===== src/rtl/rr_stream_mux_pkg.sv =====
// ============================================================================
// rr_stream_mux_pkg -- shared constants and helpers for the stream mux
// Rev 1.0  initial release
// ============================================================================
`default_nettype none

package rr_stream_mux_pkg;

   localparam logic MODE_RR    = 1'b0;
   localparam logic MODE_FIXED = 1'b1;

   // A single channel still needs a 1-bit index so ports never collapse to zero width.
   function automatic int clog2_min1(input int n);
      return (n <= 2) ? 1 : $clog2(n);
   endfunction

endpackage

`default_nettype wire


===== src/rtl/rr_stream_mux_arbiter.sv =====
// ============================================================================
// rr_arbiter -- rotating-priority / fixed-select arbiter with one-hot grant
// Rev 1.0  initial release
// ============================================================================
`default_nettype none

module rr_arbiter
   import rr_stream_mux_pkg::*;
#(
   parameter int N_CH = 4,
   parameter int CW   = clog2_min1(N_CH)
) (
   input  logic            clk,
   input  logic            rst,
   input  logic [N_CH-1:0] req,
   input  logic            mode,
   input  logic [CW-1:0]   sel,
   input  logic            advance,
   output logic [N_CH-1:0] grant,
   output logic [CW-1:0]   grant_idx
);

   logic [CW-1:0]   r_ptr;
   logic [N_CH-1:0] w_mask;
   logic [N_CH-1:0] w_pool;
   logic [N_CH-1:0] w_grant;
   logic [CW-1:0]   w_idx;

   // Requests at or above ptr take priority; if none, fall back to the whole
   // vector, which gives the wrap-around search as a lowest-set-bit pick.
   always_comb begin
      w_mask  = '0;
      w_pool  = '0;
      w_grant = '0;
      w_idx   = '0;
      if (mode == MODE_FIXED) begin
         for (int i = 0; i < N_CH; i++) begin
            w_mask[i] = (int'(sel) == i);
         end
         w_pool = req & w_mask;
      end else begin
         for (int i = 0; i < N_CH; i++) begin
            w_mask[i] = (i >= int'(r_ptr));
         end
         w_pool = (|(req & w_mask)) ? (req & w_mask) : req;
      end
      for (int i = N_CH - 1; i >= 0; i--) begin
         if (w_pool[i]) begin
            w_grant    = '0;
            w_grant[i] = 1'b1;
            w_idx      = CW'(i);
         end
      end
   end

   always_ff @(posedge clk) begin
      if (rst) begin
         r_ptr <= '0;
      end else if (advance && (mode == MODE_RR)) begin
         r_ptr <= (w_idx == CW'(N_CH - 1)) ? '0 : w_idx + CW'(1);
      end
   end

   assign grant     = w_grant;
   assign grant_idx = w_idx;

endmodule

`default_nettype wire


===== src/rtl/rr_stream_mux.sv =====
// ============================================================================
// rr_stream_mux -- N-channel stream mux with round-robin or fixed selection
// Rev 1.0  initial release
// ============================================================================
`default_nettype none

module rr_stream_mux
   import rr_stream_mux_pkg::*;
#(
   parameter int N_CH = 4,
   parameter int W    = 8,
   parameter int CW   = clog2_min1(N_CH)
) (
   input  logic              clk,
   input  logic              rst,
   input  logic [N_CH*W-1:0] in_data,
   input  logic [N_CH-1:0]   in_valid,
   output logic [N_CH-1:0]   in_ready,
   input  logic              mode,
   input  logic [CW-1:0]     sel,
   output logic [W-1:0]      out_data,
   output logic              out_valid,
   output logic [CW-1:0]     out_ch,
   input  logic              out_ready
);

   logic [N_CH-1:0] w_grant;
   logic [CW-1:0]   w_idx;
   logic            w_load;
   logic            w_xfer;
   logic [W-1:0]    w_sel_data;

   logic [W-1:0]    r_data;
   logic            r_valid;
   logic [CW-1:0]   r_ch;

   rr_arbiter #(
      .N_CH (N_CH),
      .CW   (CW)
   ) u_arb (
      .clk       (clk),
      .rst       (rst),
      .req       (in_valid),
      .mode      (mode),
      .sel       (sel),
      .advance   (w_xfer),
      .grant     (w_grant),
      .grant_idx (w_idx)
   );

   // Slot is free when empty or draining this cycle; reset blocks all accepts.
   assign w_load   = !r_valid || out_ready;
   assign in_ready = (w_load && !rst) ? w_grant : '0;
   assign w_xfer   = |(in_valid & in_ready);

   always_comb begin
      w_sel_data = '0;
      for (int i = 0; i < N_CH; i++) begin
         if (w_grant[i]) begin
            w_sel_data = in_data[i*W +: W];
         end
      end
   end

   always_ff @(posedge clk) begin
      if (rst) begin
         r_data  <= '0;
         r_valid <= 1'b0;
         r_ch    <= '0;
      end else if (w_xfer) begin
         r_data  <= w_sel_data;
         r_valid <= 1'b1;
         r_ch    <= w_idx;
      end else if (out_ready) begin
         r_valid <= 1'b0;
      end
   end

   assign out_data  = r_data;
   assign out_valid = r_valid;
   assign out_ch    = r_ch;

endmodule

`default_nettype wire


===== config.mk =====
export PLATFORM = sky130hd
export DESIGN_NAME = rr_stream_mux
export DESIGN_NICKNAME = d
export VERILOG_FILES = /design/src/rtl/rr_stream_mux_pkg.sv /design/src/rtl/rr_stream_mux_arbiter.sv /design/src/rtl/rr_stream_mux.sv
export SDC_FILE = /design/constraint.sdc
export NUM_CORES = 1
export LEC_CHECK = 0
export CORE_ASPECT_RATIO = 1.4
export CORE_MARGIN = 5
export CORE_UTILIZATION = 36
export CTS_CLUSTER_SIZE = 25
export DETAILED_ROUTE_END_ITERATION = 8
export GPL_ROUTABILITY_DRIVEN = 0
export PLACE_DENSITY = 0.76
export SYNTH_ARGS = -nofsm -noshare
export SYNTH_HDL_FRONTEND = slang
export SYNTH_SLANG_ARGS = --single-unit

===== constraint.sdc =====
create_clock -name clk -period 2.05 [get_ports clk]
set_clock_uncertainty 0.2 [all_clocks]
set_input_delay 0.205 -clock clk [delete_from_list [all_inputs] [get_ports clk]]
set_output_delay 0.205 -clock clk [all_outputs]
set_load 0.005 [all_outputs]

# After elaboration in Yosys (flattened, before gate mapping)

Cells that the tools add are included.

Output and inout bits: 15
Bits of input ports: 42
Logic and storage cells: 43
Bits in registers: 13

Add/sub/neg operators: 1
Equality and inequality tests: 4
Reduce and logical (&&, ||, !) cells: 9
Muxes and demuxes: 18
Order comparisons: 3
Bitwise gates (word level): 4

Operators with widths:

| cell                                                                               | count |
|---|---|
| 8-bit two-way mux                                                                  | 4 |
| 4-bit two-way mux                                                                  | 7 |
| 4-bit bitwise AND                                                                  | 3 |
| 2-bit two-way mux                                                                  | 5 |
| 4-bit OR reduction                                                                 | 2 |
| 2-bit == test, second input constant                                               | 3 |
| 1-bit by 2-bit greater-or-equal comparator with 1-bit output, first input constant | 2 |
| 2-bit by 1-bit adder with 2-bit output, second input constant                      | 1 |
| 2-bit by 1-bit == test with 1-bit output, second input constant                    | 1 |
| 2-bit greater-or-equal comparator, first input constant                            | 1 |
| 1-bit logical AND                                                                  | 2 |
| 1-bit zero test                                                                    | 2 |
| 2-bit zero test                                                                    | 1 |
| 1-bit two-way mux                                                                  | 2 |
| 2-bit nonzero test                                                                 | 1 |
| 1-bit logical OR                                                                   | 1 |
| 1-bit NOT                                                                          | 1 |

# Logic depth before layout (Yosys ltp)

Gate-level depths: netlist (run 1).

Depth in word-level cells: 13
Gate-level depth with buffers: 8
Mapped depth without buffers: 8

# Modules after synthesis

Synthesis (run 1) repeated with hierarchy kept, for this count alone.

Cells, all modules: 138
Area, all modules: 1176.1 um^2

Modules (own cells, without submodules):

| module        | seq. area each (um^2) | cells each | area an instance (um^2) | instances |
|---|---|---|---|---|
| rr_stream_mux | 220.2                 | 102        | 902.1                   | 1 |
| rr_arbiter    | 40.0                  | 36         | 274.0                   | 1 |

# Least setup slack after synthesis (run 1)

Ideal clock, no wire load.

Kind: register -> register
From: register u_arb.r_ptr[1]
To: register u_arb.r_ptr[1]
Data required time: 1.729 ns
Arrival: 1.748 ns
Slack: -0.018 ns
Period minus slack after synthesis: 2.068 ns
Buffers on the path: 1
Cell stages (with the launch flop): 8
Setup time: 0.121 ns
Cell sequence: dfxtp_1 -> nor2b_1 -> a21boi_1 -> buf_2 -> o22ai_1 -> and2_1 -> ha_1 -> mux2_2

Elaborated cells between the ends (all ways): 22
Those cells by class: add/sub (1); order compare (3); eq/ne (1); mux (12); bitwise (2); reduce/logical (3)

RTL lines:

| item                                                                                                              | RTL line                    | text |
|---|---|---|
| from (decl)                                                                                                       | rr_stream_mux_arbiter.sv:23 | `logic [CW-1:0] r_ptr;` |
| from (signal assigned)                                                                                            | rr_stream_mux_arbiter.sv:60 | `r_ptr <= (w_idx == CW'(N_CH - 1)) ? '0 : w_idx + CW'(1);` |
| 1-bit by 2-bit greater-or-equal comparator with 1-bit output or 2-bit greater-or-equal comparator (tied branches) | rr_stream_mux_arbiter.sv:43 | `w_mask[i] = (i >= int'(r_ptr));` |
| 4-bit bitwise AND (*)                                                                                             | rr_stream_mux_arbiter.sv:45 | `w_pool = (\|(req & w_mask)) ? (req & w_mask) : req;` |
| 4-bit OR reduction                                                                                                | rr_stream_mux_arbiter.sv:45 |  |
| 4-bit two-way mux (*)                                                                                             | rr_stream_mux_arbiter.sv:45 |  |
| 4-bit two-way mux (*)                                                                                             | rr_stream_mux_arbiter.sv:36 | `if (mode == MODE_FIXED) begin` |
| 2-bit two-way mux (3 in a row)                                                                                    | rr_stream_mux_arbiter.sv:48 | `if (w_pool[i]) begin` |
| 2-bit two-way mux (*)                                                                                             | rr_stream_mux_arbiter.sv:48 |  |
| via u_arb.grant_idx[0]                                                                                            | rr_stream_mux_arbiter.sv:20 | `output logic [CW-1:0] grant_idx` |
| 2-bit by 1-bit adder with 2-bit output or 2-bit == test (tied branches)                                           | rr_stream_mux_arbiter.sv:60 |  |
| 2-bit two-way mux (*)                                                                                             | rr_stream_mux_arbiter.sv:60 |  |

The timed path passes the listed nets; every way through them passes the cells marked *.
A chain may end at the register's enable or synchronous reset.

# Worst setup path in the final report (run 1)

From: register u_arb.r_ptr[0]
To: register u_arb.r_ptr[1]

The elaborated chain is that of the path after synthesis.

==> results of run 1 <==
-- worst min-delay path by stage --
| stage | end | slack (ps) | cells after the start |
|---|---|---|---|
| global placement | out_ch[0] | 260 | 2 |
| finish | out_ch[1] | 270 | 2 |
| detailed placement | out_ch[0] | 270 | 2 |
| floorplan | out_data[2] | 160 | 2 |
| CTS | out_ch[0] | 280 | 2 |
| global route | out_ch[1] | 310 | 2 |
-- report_power, final --
part | total, mW | internal, mW | leakage [nW] | switching (mW)
registers | 0.307 | 0.285 | 0.109 | 0.0224
clock network | 0.227 | 0.137 | 0.0228 | 0.0896
logic | 0.540 | 0.311 | 0.766 | 0.229
total | 1.07 | 0.733 | 0.897 | 0.341
-- per-stage QoR --
| step | setup slack, ps | area, sq um | utilization (%) |
|---|---|---|---|
| finish | -86.5 | 2230 | 72.0 |
| global route | -141 | 2230 | 72.0 |
| CTS | -144 | 2120 | 68.7 |
| detailed placement | -533 | 1980 | 64.1 |
| global placement | -516 | 1980 | 64.1 |
| floorplan | 43.3 | 1140 | - |
-- worst min-delay path, cell delays in order (launching register included) --
cell	delay, ps
dfxtp_1	310
inv_1	50
a221oi_1	60
-- cells by family (layout without fill, tap and decap cells) --
kind of cell,Yosys count,in the layout,share of synthesized area (%)
simple gates,49,49,25.7
mux,2,2,1.98
fa+ha+maj,1,1,1.10
buf+inv,21,114,7.71
flops,13,13,22.9
compound gates,55,56,40.6
-- flip-flops by register name, summed over array words and instances (netlist names) --
signal       cells
out_data         8
out_ch           2
u_arb.r_ptr      2
out_valid        1
-- metal layers --
| metal | part of all wire (%) | GRT usage [%] | wire length (um) |
|---|---|---|---|
| met2 | 53 | 36.7 | 2520 |
| met1 | 37 | 23.9 | 1760 |
| met3 | 6.3 | 2.71 | 301 |
| met5 | 0 | 0 | 0 |
| met4 | 3.4 | 9.98 | 162 |
-- area by class of cell --
| class | instances | area [sq um] |
|---|---|---|
| multi-input combinational | 108 | 912 |
| timing repair buffer | 98 | 906 |
| fill | 222 | 865 |
| sequential | 13 | 268 |
| inverter | 12 | 48.8 |
| tap | 39 | 48.8 |
| clock buffer | 4 | 45.0 |
-- synth_stat cells, drive strengths merged --
master	number	area (sq um)
a41oi	8	70.1
buf	6	31.3
o211a	1	10.0
nand2	2	7.51
a21boi	1	7.51
a21o	1	7.51
ha	1	12.5
dfxtp	13	260
and2	3	18.8
o21ai	5	36.3
o31a	8	70.1
and3	9	56.3
nor2b	6	37.5
o21bai	1	11.3
nand3	10	60.1
a311o	1	11.3
a31oi	8	50.1
nand2b	3	26.3
a221oi	1	8.76
nand4b	1	8.76
o211ai	11	87.6
clkbuf	3	11.3
nor2	3	13.8
inv	12	45.0
a22oi	1	21.3
o21a	1	7.51
a21bo	1	10.0
o22ai	1	6.26
nand4	2	12.5
a21oi	4	20.0
nor3	10	50.1
mux2	2	22.5
a311oi	1	26.3
-- what timing repair did --
action,4_1_cts,5_1_grt
setup endpoints to repair,16,16
pin swaps,10,8
setup buffers,5,2
hold buffers,0,0
gates resized for setup,34,27
gates cloned,1,0
==> flow_metrics.tcl, run 1 <==
set metrics [dict create \
    layout_commonest_cell "clkdlybuf4s50_1" \
    crit_family "compound AO/OA/AOI/OAI gates" \
    fin_setup_tns_ps -253 \
    antenna_found_initial 0 \
    cp_cell_sequence "buf_12, o21bai_4, a311o_2, buf_6, nand2_4, o21ai_2, buf_6, a21oi_4, ha_4, mux2_2" \
    finalNonFillerCells 274 \
    status "finished with violations" \
    min_path_type "reg -> reg" \
    drv_cap 0 \
    r2r_slack_ps -90 \
    ys_warn_count 0 \
    worstPathArrival_ps 2070 \
    grt_max_degree 14 \
    wl_per_cell_um 17.3 \
    r2r-end "u_arb.r_ptr[1]" \
    holdWs_ps 274 \
    critPathSlowestCell "dfxtp_4" \
    dr.pass1.iters 5 \
    max_slew_margin_pct 79.3 \
    synth-seq-area-share_pct 22.9 \
    hold_violations 0 \
    clk-insertion-delay-late_ps 240 \
    final_max_slew_viol_count 0 \
    critPathMaxStageDelay_ps 370 \
    synth_area_per_cell_sq_um 8.06 \
    layout.nets 279 \
    syn-num-nets 184 \
    timing.final.crit_period_ps 2140 \
    grt_usage_pct 20.9 \
    grt_first_pass_wirelength_um 7360 \
    yosysUniqueCellTypes 41 \
    core_area_sq_mm 0.00309 \
    timing.fmax_ghz 0.468 \
    path_clk_slew_ps 50 \
    crit_path_start_kind "flop" \
    reg2reg_from "u_arb.r_ptr[0]" \
    cts_max_level 1 \
    cts_sinks 13 \
    route.detailed.drc 0 \
    grt_setup_unrepaired "true" \
    violations "setup timing" \
    start_util_pct 36.7 \
    fin_ws_ps -86.5 \
    wl_um 4750 \
    final_cell_mix "46 x clkdlybuf4s50_1, 34 x buf_4, 11 x inv_1, 11 x dfxtp_1" \
    timing.critical_path.from "u_arb.r_ptr[0]" \
    grt-ovfl-total 0 \
    setup_violations 4 \
    area_growth_pct 96.1 \
    vias 1547 \
    pin_count 57 \
    hold_start "out_ch[1]" \
    fp.dieW_um 57.5 \
    final_antenna_net_count 0 \
    worst-path-stages 10 \
    first_iter_violations 80 \
    leakage_nw 0.897 \
    cts_buffer_depth 2 \
    crit_path_frequent_cell "buf_6" \
    required_ps 1980 \
    die_area_sq_mm 0.00440 \
    syn_area_sq_mm 0.00114 \
    drt-vias-per-instance 5.65 \
    dpl.hpwl_um 3340 \
    endpoint_kind "flop" \
    final.period_utilization_pct 104 \
    peakVddDrop_mv 0.299 \
    grt_pass1_vias 1595 \
    cp-endpoint "u_arb.r_ptr[1]" \
    rows 24 \
    r2r_cells 10 \
    power_mw 1.07 \
    syn_inst 141 \
    cp_num_buf_inv 3 \
    placed_cells 264 \
    cts_buffers 3 \
    cts_root_buffer "clkbuf_8" \
    ys_ff_latch 13 \
    path_class "reg -> reg" \
    diodes 0 \
    cts_tree "built" \
    p_per_area_mw_per_mm2 482 \
    worstPathMaxFanout 3 \
    drive_above_1_share_pct 34.5 \
    port_buffers 56 \
    fp.dieH_um 76.5 \
    worst_slew_pin_slew_ps 308 \
]
(Power assumes the default switching activity.)
==> inputs of run 2 (changes only) <==
--- a/config.mk
+++ b/config.mk
@@ -11,7 +11,7 @@
 export CTS_CLUSTER_SIZE = 25
 export DETAILED_ROUTE_END_ITERATION = 8
 export GPL_ROUTABILITY_DRIVEN = 0
-export PLACE_DENSITY = 0.76
+export PLACE_DENSITY = 0.81
 export SYNTH_ARGS = -nofsm -noshare
 export SYNTH_HDL_FRONTEND = slang
 export SYNTH_SLANG_ARGS = --single-unit
==> run 2 against run 1 <==
Compared with the run above:
- the flow still finishes with violations (setup timing)
- worst setup slack got worse by 44 ps
- fmax decreased by 2.0%
- combinational power decreased by 2%
==> flow_metrics.tcl, run 2 (synthesized netlist as in run 1, its figures left out) <==
set metrics [dict create \
    cts_buffers 3 \
    timing.final.crit_period_ps 2180 \
    timing.fmax_ghz 0.459 \
    min_path_type "reg -> reg" \
    core_area_sq_mm 0.00309 \
    critPathSlowestCell "dfxtp_4" \
    cts_tree "built" \
    cp_cell_sequence "nand2b_4, a311o_2, buf_6, nand2_4, o21ai_2, buf_4, a21oi_2, ha_1, mux2_2" \
    grt_max_degree 14 \
    layout_commonest_cell "clkdlybuf4s50_1" \
    power_mw 1.07 \
    fp.dieH_um 76.5 \
    p_sw_share_pct 32.5 \
    rows 24 \
    reg2reg_from "u_arb.r_ptr[0]" \
    worstPathMaxFanout 3 \
    worstPathArrival_ps 2110 \
    path_clk_slew_ps 60 \
    violations "setup timing" \
    nFillCells 248 \
    grt_first_pass_wirelength_um 7750 \
    p_per_area_mw_per_mm2 490 \
    die_area_sq_mm 0.00440 \
    final_max_slew_viol_count 0 \
    final.period_utilization_pct 106 \
    final_antenna_net_count 0 \
    start_util_pct 36.7 \
    first_iter_violations 58 \
    fp.dieW_um 57.5 \
    route.detailed.drc 0 \
    endpoint_kind "flop" \
    clkPwrFrac_pct 21.7 \
    fin_area_sq_mm 0.00218 \
    port_buffers 56 \
    grt_usage_pct 22.0 \
    cts_max_level 1 \
    fin_setup_tns_ps -339 \
    wl_um 4960 \
    drv_cap 0 \
    cts_root_buffer "clkbuf_8" \
    clk-insertion-delay-late_ps 240 \
    diodes 0 \
    p_seq_share_pct 28.6 \
    drt-vias-per-instance 5.81 \
    dr.pass1.iters 4 \
    pin_count 57 \
    largest_reg_flops 8 \
    setup_violations 4 \
    required_ps 1980 \
    leakage_nw 0.894 \
    vias 1591 \
    area_growth_pct 92.1 \
    hold_start "out_ch[1]" \
    max_slew_margin_pct 75.8 \
    fin_ws_ps -130 \
    internal-power_uw 722 \
    crit_path_start_kind "flop" \
    layout.nets 279 \
    hold_violations 0 \
    drive_above_1_share_pct 34.5 \
    status "finished with violations" \
    p_sw_uw 348 \
    antenna_found_initial 0 \
    grt-ovfl-total 0 \
    final_cell_mix "46 x clkdlybuf4s50_1, 37 x buf_4, 11 x inv_1, 11 x dfxtp_1" \
    path_class "reg -> reg" \
    hold_buffers 0 \
    pre_cts_ws_ps -608 \
    grt_pass1_vias 1637 \
    critPathMaxStageDelay_ps 360 \
    timing.critical_path.from "u_arb.r_ptr[0]" \
    peakVddDrop_mv 0.382 \
    wl_per_cell_um 18.1 \
    cts_sinks 13 \
    grt_setup_unrepaired "true" \
    worst_slew_pin_slew_ps 361 \
    placed_cell_area_sq_mm 0.00197 \
    combinationalPowerShare_pct 49.6 \
    cts_buffer_depth 2 \
    dpl.hpwl_um 3470 \
]
-- run 2: final timing paths --
| check | to | slack (ps) | depth (start not counted) |
|---|---|---|---|
| max reg2reg | u_arb.r_ptr[1] | -130 | 9 |
| max | u_arb.r_ptr[1] | -130 | 9 |
| min reg2reg | out_ch[1] | 280 | 2 |
| min | out_ch[1] | 280 | 2 |
-- run 2: layer usage --
layer	GRT usage, %	vias to the layer above	wire length (um)
met5	0	-	0
met4	13.9	0	228
met3	2.54	23	262
met2	39.0	86	2680
met1	23.7	738	1780
li1	-	744	-
-- run 2: final cells by class --
type	instances	area, sq um	share of cell area [%]
Sequential cell	13	268	12.3
Timing Repair Buffer	98	881	40.4
Inverter	12	45.0	2.06
Clock buffer	4	45.0	2.06
Tap cell	39	48.8	2.24
Multi-Input combinational cell	108	895	41.0
-- run 2: stage by stage --
| stage | std cells | util (%) | hold WS, ps |
|---|---|---|---|
| detailed placement | 262 | 63.6 | 271 |
| finish | 274 | 70.6 | 280 |
| floorplan | 141 | - | 163 |
| global placement | 262 | 63.6 | 263 |
| global route | 274 | 70.6 | 303 |
| CTS | 272 | 68.4 | 278 |
-- run 2: worst max-delay path, delay by kind of cell (launching register included) --
| family | cells | cell delay (ps) |
|---|---|---|
| simple gates | 2 | 210 |
| compound gates | 3 | 530 |
| flops | 1 | 360 |
| mux | 1 | 260 |
| fa+ha+maj | 1 | 240 |
| buf+inv | 2 | 270 |
-- run 2: repair_timing --
item,4_1_cts,5_1_grt
buffers inserted,5,3
gates resized for setup,41,17
endpoints found under the setup margin,16,17
pin swaps,10,12
gates cloned,1,0
-- run 2: power groups by stage --
stage	logic (mW)	clock network, mW	registers (mW)
2_1_floorplan	0.196	0	0.309
3_3_place_gp	0.440	0	0.307
3_5_place_dp	0.454	0	0.309
4_1_cts	0.492	0.232	0.306
5_1_grt	0.564	0.259	0.310
6_report	0.531	0.233	0.306
